`src/rtl/multicycle_sequencer_pkg.sv`:
```
// ---------------------------------------------------------------------------
// multicycle_sequencer_pkg
// Shared encodings for the multicycle 16-bit RISC sequencer.
//   - Opcodes (IR[15:12]), the same encoding the control unit decodes.
//   - Stage encodings, which are also the values seen on o_stage.
//   - PC source select encodings driven on o_pc_src.
// ---------------------------------------------------------------------------
package multicycle_sequencer_pkg;

  localparam logic [3:0] OP_AND  = 4'b0000;
  localparam logic [3:0] OP_ADD  = 4'b0001;
  localparam logic [3:0] OP_SUB  = 4'b0010;
  localparam logic [3:0] OP_OR   = 4'b0011;
  localparam logic [3:0] OP_SLT  = 4'b0100;
  localparam logic [3:0] OP_LW   = 4'b0101;
  localparam logic [3:0] OP_LB   = 4'b0110;
  localparam logic [3:0] OP_SW   = 4'b0111;
  localparam logic [3:0] OP_ADDI = 4'b1000;
  localparam logic [3:0] OP_ANDI = 4'b1001;
  localparam logic [3:0] OP_BEQ  = 4'b1010;
  localparam logic [3:0] OP_BNE  = 4'b1011;
  localparam logic [3:0] OP_JMP  = 4'b1100;
  localparam logic [3:0] OP_CALL = 4'b1101;
  localparam logic [3:0] OP_RET  = 4'b1110;
  localparam logic [3:0] OP_SV   = 4'b1111;

  typedef enum logic [2:0] {
    ST_IDLE = 3'b000,
    ST_IF   = 3'b001,
    ST_ID   = 3'b010,
    ST_EX   = 3'b011,
    ST_MEM  = 3'b100,
    ST_WB   = 3'b101
  } stage_t;

  localparam logic [1:0] PCS_INC = 2'b00;
  localparam logic [1:0] PCS_BR  = 2'b01;
  localparam logic [1:0] PCS_JMP = 2'b10;
  localparam logic [1:0] PCS_RET = 2'b11;

  // RET reloads the PC from the return register; every other jr-class
  // instruction (JMP) takes the jump target.
  function automatic logic [1:0] jumpSrc(input logic [3:0] op);
    return (op == OP_RET) ? PCS_RET : PCS_JMP;
  endfunction

endpackage

```
`src/rtl/multicycle_sequencer_counter.sv`:
```
// ---------------------------------------------------------------------------
// seq_counter
// Wrapping up-counter with synchronous clear and count enable.
// Ports:
//   i_clk    rising-edge clock
//   i_rst_n  asynchronous active-low reset (count -> 0)
//   i_clr    synchronous clear, wins over i_en
//   i_en     increment by one, wraps modulo 2^W
//   o_count  current count
// ---------------------------------------------------------------------------
module seq_counter #(
  parameter int W = 16
) (
  input  logic         i_clk,
  input  logic         i_rst_n,
  input  logic         i_clr,
  input  logic         i_en,
  output logic [W-1:0] o_count
);

  logic [W-1:0] r_count;

  // Count register: clear has priority so the owner can restart the
  // count in the same cycle it would otherwise have incremented.
  always_ff @(posedge i_clk or negedge i_rst_n) begin
    if (!i_rst_n) begin
      r_count <= '0;
    end else if (i_clr) begin
      r_count <= '0;
    end else if (i_en) begin
      r_count <= r_count + W'(1);
    end
  end

  assign o_count = r_count;

endmodule

```
`src/rtl/multicycle_sequencer.sv`:
```
// ---------------------------------------------------------------------------
// multicycle_sequencer
// Moore FSM stepping the multicycle datapath through IDLE/IF/ID/EX/MEM/WB.
// Ports:
//   i_clk, i_rst_n         clock, asynchronous active-low reset
//   i_run                  fetch next instruction (sampled in IDLE/completion)
//   i_op                   opcode from the held IR
//   i_branch..i_reg_wr     decoded control flags from the control unit
//   i_br_taken             ALU compare result (used in EX only)
//   i_mem_ready            data memory completion (used in MEM only)
//   o_pc_wr, o_pc_src      PC load enable and source select
//   o_ir_wr, o_rf_wr       IR load enable, register file write strobe
//   o_dmem_rd, o_dmem_wr   data memory requests
//   o_stage                registered current stage
//   o_mem_err              sticky MEM timeout flag
//   o_retired              completed-instruction count, wraps
// ---------------------------------------------------------------------------
module multicycle_sequencer
  import multicycle_sequencer_pkg::*;
#(
  parameter int CNT_W    = 16,
  parameter int WAIT_MAX = 15
) (
  input  logic             i_clk,
  input  logic             i_rst_n,
  input  logic             i_run,
  input  logic [3:0]       i_op,
  input  logic             i_branch,
  input  logic             i_store,
  input  logic             i_sv,
  input  logic             i_jr,
  input  logic             i_mem_rd,
  input  logic             i_mem_wr,
  input  logic             i_reg_wr,
  input  logic             i_br_taken,
  input  logic             i_mem_ready,
  output logic             o_pc_wr,
  output logic [1:0]       o_pc_src,
  output logic             o_ir_wr,
  output logic             o_rf_wr,
  output logic             o_dmem_rd,
  output logic             o_dmem_wr,
  output logic [2:0]       o_stage,
  output logic             o_mem_err,
  output logic [CNT_W-1:0] o_retired
);

  // The wait counter only has to reach WAIT_MAX-1: the abort fires on the
  // edge that would have made it WAIT_MAX.
  localparam int WAIT_W = (WAIT_MAX < 2) ? 1 : $clog2(WAIT_MAX + 1);
  localparam logic [WAIT_W-1:0] WAIT_LAST = WAIT_W'((WAIT_MAX == 0) ? 0 : WAIT_MAX - 1);

  stage_t            r_stage;
  logic              r_memErr;
  logic [WAIT_W-1:0] w_waitCount;
  logic              w_waitEn;
  logic              w_waitClr;
  logic              w_memAbort;
  logic              w_complete;

  // Timeout and completion detection. An instruction completes in the
  // stage that ends its class path; a MEM timeout never counts as one.
  always_comb begin
    w_memAbort = (r_stage == ST_MEM) && !i_mem_ready && (WAIT_MAX != 0) &&
                 (w_waitCount == WAIT_LAST);
    w_waitEn   = (r_stage == ST_MEM) && !i_mem_ready;
    w_waitClr  = (r_stage != ST_MEM) || i_mem_ready || w_memAbort;
    w_complete = 1'b0;
    case (r_stage)
      ST_ID:   w_complete = i_jr;
      ST_EX:   w_complete = i_branch;
      ST_MEM:  w_complete = i_mem_ready && !i_mem_rd;
      ST_WB:   w_complete = 1'b1;
      default: w_complete = 1'b0;
    endcase
  end

  // State register plus the sticky error flag. Completion decides between
  // fetching again and parking, so i_run is only looked at there and in IDLE.
  always_ff @(posedge i_clk or negedge i_rst_n) begin
    if (!i_rst_n) begin
      r_stage  <= ST_IDLE;
      r_memErr <= 1'b0;
    end else begin
      if (w_memAbort) begin
        r_memErr <= 1'b1;
      end
      if (w_complete) begin
        r_stage <= i_run ? ST_IF : ST_IDLE;
      end else begin
        case (r_stage)
          ST_IDLE: if (i_run) r_stage <= ST_IF;
          ST_IF:   r_stage <= ST_ID;
          ST_ID: begin
            if (i_op == OP_CALL)   r_stage <= ST_WB;
            else if (i_sv)         r_stage <= ST_MEM;
            else                   r_stage <= ST_EX;
          end
          ST_EX: begin
            if (i_mem_rd || i_store) r_stage <= ST_MEM;
            else                     r_stage <= ST_WB;
          end
          ST_MEM: begin
            if (w_memAbort)       r_stage <= ST_IDLE;
            else if (i_mem_ready) r_stage <= ST_WB;
          end
          default: r_stage <= ST_IDLE;
        endcase
      end
    end
  end

  // Per-stage strobes, decoded from the current stage and the flags. They
  // fall to zero the moment reset forces the stage back to IDLE.
  always_comb begin
    o_pc_wr   = 1'b0;
    o_pc_src  = PCS_INC;
    o_ir_wr   = 1'b0;
    o_rf_wr   = 1'b0;
    o_dmem_rd = 1'b0;
    o_dmem_wr = 1'b0;
    case (r_stage)
      ST_IF: begin
        o_ir_wr = 1'b1;
        o_pc_wr = 1'b1;
      end
      ST_ID: begin
        if (i_jr) begin
          o_pc_wr  = 1'b1;
          o_pc_src = jumpSrc(i_op);
        end
      end
      ST_EX: begin
        if (i_branch) begin
          o_pc_wr  = i_br_taken;
          o_pc_src = PCS_BR;
        end
      end
      ST_MEM: begin
        o_dmem_rd = i_mem_rd;
        o_dmem_wr = i_mem_wr;
      end
      ST_WB: begin
        o_rf_wr = i_reg_wr;
        if (i_op == OP_CALL) begin
          o_pc_wr  = 1'b1;
          o_pc_src = PCS_JMP;
        end
      end
      default: ;
    endcase
  end

  seq_counter #(.W(CNT_W)) u_retired (
    .i_clk   (i_clk),
    .i_rst_n (i_rst_n),
    .i_clr   (1'b0),
    .i_en    (w_complete),
    .o_count (o_retired)
  );

  seq_counter #(.W(WAIT_W)) u_wait (
    .i_clk   (i_clk),
    .i_rst_n (i_rst_n),
    .i_clr   (w_waitClr),
    .i_en    (w_waitEn),
    .o_count (w_waitCount)
  );

  assign o_stage   = r_stage;
  assign o_mem_err = r_memErr;

endmodule

```
`config.mk`:
```
export PLATFORM = sky130hd
export DESIGN_NAME = multicycle_sequencer
export DESIGN_NICKNAME = d
export VERILOG_FILES = /design/src/rtl/multicycle_sequencer_pkg.sv /design/src/rtl/multicycle_sequencer_counter.sv /design/src/rtl/multicycle_sequencer.sv
export SDC_FILE = /design/constraint.sdc
export NUM_CORES = 1
export LEC_CHECK = 0
export ABC_AREA = 1
export CAP_MARGIN = 10
export CORE_MARGIN = 2
export CORE_UTILIZATION = 51
export CTS_BUF_LIST = sky130_fd_sc_hd__clkbuf_16
export DETAILED_ROUTE_END_ITERATION = 8
export PLACE_DENSITY = 0.86
export SLEW_MARGIN = 20
export SYNTH_ARGS = -nofsm -noshare
export SYNTH_HDL_FRONTEND = slang
export SYNTH_HIERARCHICAL = 1
export SYNTH_SLANG_ARGS = --single-unit
```
`constraint.sdc`:
```
create_clock -name i_clk -period 2.8 [get_ports i_clk]
set_input_delay 0.28 -clock i_clk [delete_from_list [all_inputs] [get_ports i_clk]]
set_output_delay 0.28 -clock i_clk [all_outputs]
set_load 0.05 [all_outputs]
```
Word-level counts from Yosys, hierarchy flattened
Cells that the tools add are included. W data, S select, Z words.

Register bits after elaboration: 24. Input bits: 16. Output and inout port bits: 27. Logic and storage cells: 53.

$add $sub $neg: 2. Equal/unequal tests: 11. Mux-type cells: 25. Reductions and logical operators: 11.

Operator list (count): $mux W3 (6); $add A16 B1 Y16 const B (1); $pmux W3 S5 (1); $eq A4 B4 Y1 const B (3); $mux W1 (11); $mux W4 (2); $pmux W1 S4 (2); $eq A3 B2 Y1 const B (2); $eq A3 B3 Y1 const B (2); $pmux W2 S3 (1); $add A4 B1 Y4 const B (1); $mux W2 (2); $ne A4 B3 Y1 const B (1); $eq A3 B1 Y1 const B (1); $logic_and A1 B1 Y1 (3); $logic_not A3 Y1 (1); $logic_or A1 B1 Y1 (3); $ne A3 B2 Y1 const B (1); $ne A3 B3 Y1 const B (1); $logic_not A1 Y1 (2); $reduce_and A2 Y1 (1); $reduce_bool A2 Y1 (1).

Longest topological paths before layout
Gate-level depths: netlist of the first run.

Word-level depth: 6. Mapped depth: 15.

By module
The synthesis of the first run kept the hierarchy.

Modules (own cells, without submodules): seq_counter (u_retired) (times used 1, cells an instance 129, area each 923.4 um2, sequential area each 400.4 um2); multicycle_sequencer (times used 1, cells an instance 75, area each 411.6 um2, sequential area each 100.1 um2); seq_counter (u_wait) (times used 1, cells an instance 24, area each 201.4 um2, sequential area each 100.1 um2).

Worst setup path after synthesis of the first run
No wires, ideal clock.

Path kind: register to output. From: reg r_stage[1], in the netlist o_stage[1]. To: out o_pc_src[0]. Data arrival time: 2154 ps. Path slack: 366 ps. Cell stages (with the launch flop): 5. Cell sequence: dfrtp_1 inv_2 nor3_2 nand2_2 o21ai_0.

Word-level cells in the longest chain between the ends: 2. Elaborated cells on any way between the ends: 4. Those cells by class: eq/ne: 3; mux: 1.

Ends and longest elaborated chain: from (decl) (line multicycle_sequencer.sv:53) `stage_t r_stage;`; from (signal assigned) (line multicycle_sequencer.sv:89) `r_stage <= i_run ? ST_IF : ST_IDLE;`; $eq A3 B3 Y1 or $eq A3 B2 Y1 (tied branches) (line multicycle_sequencer.sv:122) `case (r_stage)`; $pmux W2 S3 * (line multicycle_sequencer.sv:122); to (decl) (line multicycle_sequencer.sv:38) `output logic [1:0] o_pc_src,`.

Mark *: on every way between the ends. The rest lies on a longest branch, timed or not.

Final worst setup path of the first run
From: reg r_stage[0], in the netlist o_stage[0]. To: out o_pc_src[0].

The elaborated chain is that of the path after synthesis.

==> impl_metrics.tcl, run 1 <==
set metrics [dict create \
    die_w_um 58.9 \
    root_buffer "clkbuf_16" \
    setup_ws_ps 408 \
    dieArea_sq_mm 0.00347 \
    violations "design-rule violations" \
    drc_errors 3 \
    clkLatencyLatePin_ps 260 \
    vias 1552 \
    startpoint_type "register" \
    grt-ovfl-total 0 \
    core.rowCount 19 \
    grt_pass1_vias 1393 \
    finalMaxSlewViolations 0 \
    detail_route.vias_per_cell 5.02 \
    drtIter0Drc 94 \
    nets 297 \
    postSynthRegisterBits 24 \
    outcome "finished, violations left" \
    maxCapViolations 0 \
    tritoncts "done" \
    wire_per_inst_um 11.6 \
    ys_top_cells_by_area "dfrtp_1, nand2_1, nor2_1, inv_1, nand3_1" \
    routabilityCongestion 0.863 \
    hold_buffers 0 \
    ys_warn_count 6 \
    crit_path_end_kind "output port" \
    cts-buffers-inserted 3 \
    htree_levels 1 \
    min_path_type "in -> async" \
    rsz0062_at_grt "no" \
    p_leak_nw 1.03 \
    tns_ps 0 \
    ys_seq_area_share_pct 39.1 \
    synth_top_area_share_pct 39.1 \
    io_buffers 42 \
    postSynthCellCount 228 \
    coreArea_sq_mm 0.00281 \
    start_util_pct 54.8 \
    fin_crit_sh_pct 85.4 \
    synthDistinctLibCells 25 \
    grt.total_usage_pct 22.3 \
    pin_count 43 \
    peakVddDrop_uv 479 \
    antenna_found_initial 0 \
    syn_area_sq_mm 0.00154 \
    worst_pin_slew_ps 497 \
    yosysTopAreaCell "dfrtp_1" \
    clkTransAtPathRegs_ps 70 \
    die_y_um 58.9 \
    grt_max_degree 25 \
    crit_buf_inv 1 \
    ant_nets 0 \
    crit_arrival_ps 2110 \
    grt_first_pass_wirelength_um 6020 \
    worstSetupPathType "reg -> out" \
    preCtsSetupSlack_ps 602 \
    drive_gt1_share_pct 8.63 \
    crit_fanout 8 \
    first_pass_iters 6 \
    diodes 0 \
    post_cts_resized 0 \
    routed_wl_um 3580 \
    max_slew_margin_pct 66.7 \
    slowest_stage "clkdlybuf4s50_1" \
    setup_viol 0 \
    fmax_ghz 0.418 \
    cp_top_family "buffers and inverters" \
    synth.avg_cell_area_sq_um 6.74 \
    fin_crit_ps 2390 \
    power.density_mw_per_mm2 683 \
    fin_skew_ps 7.97 \
    finish.utilization_pct 75.5 \
    final_cell_mix "nand2_1, nor2_1, clkdlybuf4s50_1" \
    path_cells "nor3_2 -> nand2_2 -> o21ai_0 -> clkdlybuf4s50_1" \
    dpl.hpwl_um 2670 \
    cts_setup_buffers 0 \
    crit_required_ps 2520 \
    clock_sinks 24 \
    hold_viol 0 \
    syn_to_final_growth_pct 37.9 \
    final_common_cell "nand2_1" \
    cpPeakStageDelay_ps 820 \
    clock_path_buffers 2 \
]
[Yosys cell counts]
cell and count:
a31o_2 1, nand3_2 1, nor2_2 4, buf_2 1, nand2_2 3, nor2_1 44
inv_1 37, o21ai_0 3, ha_1 2, dfrtp_1 24, o21ai_1 2, nor3_1 2
nand4_1 5, nand2_1 53, nand2_4 1, inv_2 4, a31oi_1 1, xnor2_1 1
conb_1 1, a21oi_1 11, nor2_4 3, a211oi_1 1, o21bai_1 3, nor3_2 2
nand3_1 18
[report_power, final]
| part | internal, mW | total (mW) | switching (mW) |
|---|---|---|---|
| Sequential | 0.381 | 0.438 | 0.0566 |
| Clock | 0.284 | 0.410 | 0.126 |
| Combinational | 0.205 | 0.598 | 0.393 |
[worst reg2reg max path: stages (launching register included)]
cell     delay [ps]
dfrtp_1         470
nor3_2          290
nand2_2         110
nand2_1          90
nor2_2           60
inv_2           110
nor2_2           90
nor2_4          140
nand2_1         110
nor2_1          140
nand2_1          70
nand2_1          60
nor2_1           40
[flip-flops by register name, summed over array words and instances, names as in the netlist]
| signal | count |
|---|---|
| u_wait/o_count | 4 |
| o_stage | 3 |
| u_retired/o_count | 16 |
| o_mem_err | 1 |
[routing by layer]
layer	GRT usage (%)	routed length (um)	vias to the layer above
met1	30.7	1640	693
met3	3.52	200	2
met4	5.84	17	0
met5	0	0	-
met2	36.5	1720	50
li1	-	-	807
[cell families (layout without fill, tap and decap cells)]
group,count (synthesis),after routing,synth area share [%]
AND/OR/NAND/NOR,136,136,40.0
buffers and inverters,42,88,10.3
flip-flops,24,24,39.1
AO/OA/AOI/OAI,22,22,8.14
adder cells (fa/ha/maj),2,2,1.63
other,1,5,0.244
XOR/XNOR,1,1,0.570
[cell type report]
cell class,count,area (sq um)
Multi-Input combinational cell,166,792
Sequential cell,24,601
Inverter,41,154
Tap cell,31,38.8
Clock inverter,1,30.0
Clock buffer,3,75.1
Fill cell,221,687
Timing Repair Buffer,43,428
[per-stage QoR]
stage          std cells  total power [mW]  hold slack, ps  area, sq um
6_report             309              1.45             377         2120
5_1_grt              309              1.52             425         2120
4_1_cts              309              1.45             395         2120
3_5_place_dp         305              1.04             474         2010
3_3_place_gp         305              1.03             465         2010
2_1_floorplan        232             0.855           -15.6         1550
[final timing paths]
check                                 from                    end  slack (ps)  depth (start not counted)
worst max-delay path            o_stage[0]            o_pc_src[0]         410                          4
worst min-delay path               i_rst_n   u_retired/o_count[7]         380                          2
worst max register to register  o_stage[0]  u_retired/o_count[13]         900                         12
worst min register to register   o_mem_err              o_mem_err         470                          1
max in group asynchronous          i_rst_n  u_retired/o_count[13]        2180                          2
min in group i_clk               o_mem_err              o_mem_err         470                          1
(Power assumes the default switching activity.)
==> run 2: changes to the inputs <==
--- a/config.mk
+++ b/config.mk
@@ -12,5 +12,5 @@
 export CTS_BUF_LIST = sky130_fd_sc_hd__clkbuf_16
 export DETAILED_ROUTE_END_ITERATION = 8
-export PLACE_DENSITY = 0.86
+export PLACE_DENSITY = 0.83
 export SLEW_MARGIN = 20
 export SYNTH_ARGS = -nofsm -noshare
==> constraint.sdc (replaced) <==
create_clock -name i_clk -period 2.8 [get_ports i_clk]
set_input_delay 0.28 -clock i_clk [delete_from_list [all_inputs] [get_ports i_clk]]
set_output_delay 0.28 -clock i_clk [all_outputs]
set_load 0.01 [all_outputs]
==> impl_metrics.tcl, run 2 (synthesis results as in run 1) <==
set metrics [dict create \
    setup_viol 0 \
    placed_area_sq_mm 0.00201 \
    tritoncts "done" \
    fin_crit_ps 2110 \
    violations "design-rule violations" \
    crit_path_end_kind "output port" \
    grt_pass1_vias 1441 \
    grt_first_pass_wirelength_um 6110 \
    root_buffer "clkbuf_16" \
    finish.utilization_pct 75.5 \
    finalMaxSlewViolations 0 \
    slowest_stage "clkdlybuf4s50_1" \
    pin_count 43 \
    die_w_um 58.9 \
    grt.total_usage_pct 22.8 \
    power.density_mw_per_mm2 598 \
    outcome "finished, violations left" \
    coreArea_sq_mm 0.00281 \
    diodes 0 \
    htree_levels 1 \
    fmax_ghz 0.474 \
    final_cell_mix "nand2_1, nor2_1, clkdlybuf4s50_1" \
    post_cts_resized 0 \
    drc_errors 4 \
    tns_ps 0 \
    fin_skew_ps 0.590 \
    syn_to_final_growth_pct 37.9 \
    die_y_um 58.9 \
    drtIter0Drc 81 \
    detail_route.vias_per_cell 4.99 \
    antenna_found_initial 0 \
    grt-ovfl-total 0 \
    io_buffers 42 \
    clkLatencyLatePin_ps 250 \
    final_common_cell "nand2_1" \
    fin_crit_sh_pct 75.3 \
    nets 297 \
    cpPeakStageDelay_ps 530 \
    preCtsSetupSlack_ps 882 \
    clock_sinks 24 \
    crit_fanout 7 \
    peakVddDrop_uv 540 \
    postLayoutCellArea_sq_mm 0.00212 \
    rsz0062_at_grt "no" \
    dieArea_sq_mm 0.00347 \
    largest_reg_flops 16 \
    drive_gt1_share_pct 8.63 \
    ff2ff_setup_slack_ps 950 \
    cp_top_family "buffers and inverters" \
    routed_wl_um 3640 \
    worstSetupPathType "reg -> out" \
    startpoint_type "register" \
    crit_arrival_ps 1830 \
    min_path_type "in -> async" \
    dpl.hpwl_um 2740 \
    grt_max_degree 25 \
    crit_buf_inv 2 \
    ant_nets 0 \
    first_pass_iters 6 \
    hold_viol 0 \
    setup_ws_ps 692 \
    fill_cells 229 \
    maxCapViolations 0 \
    vias 1543 \
    cts_setup_buffers 0 \
    clock_path_buffers 2 \
    cts-buffers-inserted 3 \
    wire_per_inst_um 11.8 \
    crit_required_ps 2520 \
    hold_buffers 0 \
    start_util_pct 54.8 \
    path_cells "inv_1 -> nand2_1 -> nor2_1 -> a21oi_1 -> nand3_1 -> clkdlybuf4s50_1" \
    routabilityCongestion 0.826 \
    clkTransAtPathRegs_ps 60 \
    core.rowCount 19 \
    p_leak_nw 1.03 \
]
==> run 2: worst reg2reg max path, delay by kind of cell, from the launching register on <==
kind / cells / cell delay [ps]
buf+inv: 1 / 100
flops: 1 / 460
simple gates: 11 / 1190
==> run 2: metal layers <==
layer	up-vias	GRT usage [%]	wire, um
met5	-	0	0
met4	0	4.22	18
met3	2	5.05	220
met2	43	37.5	1670
met1	691	31.4	1720
li1	807	-	-
==> run 2: through the flow <==
stage,hold slack (ps),power (mW),std cells
after detailed placement,467,0.870,305
final,380,1.27,309
after CTS,392,1.28,309
after floorplan,-15.6,0.694,232
after global routing,426,1.35,309
after global placement,465,0.867,305
==> run 2: final cells by class <==
type,instances,area (sq um),area share [%]
multi-input cells,166,792,37.4
inverters,41,154,7.27
clock buffers,3,75.1,3.54
repair buffers,43,428,20.2
clock inverters,1,30.0,1.42
well taps,31,38.8,1.83
flip-flops and latches,24,601,28.4
==> run 2: worst paths after layout <==
kind	startpoint	end	depth (start not counted)
max	o_stage[2]	o_pc_wr	6
min	i_rst_n	u_wait/o_count[0]	2
max reg2reg	o_stage[2]	u_retired/o_count[15]	12
min reg2reg	o_mem_err	o_mem_err	1
max in group asynchronous	i_rst_n	u_retired/o_count[1]	2
min in group i_clk	o_mem_err	o_mem_err	1
==> run 2: report_power, final <==
part / internal, mW / switching, mW / leakage, nW
Sequential: 0.381 / 0.0543 / 0.331
Clock: 0.284 / 0.116 / 0.0511
Combinational: 0.205 / 0.225 / 0.652
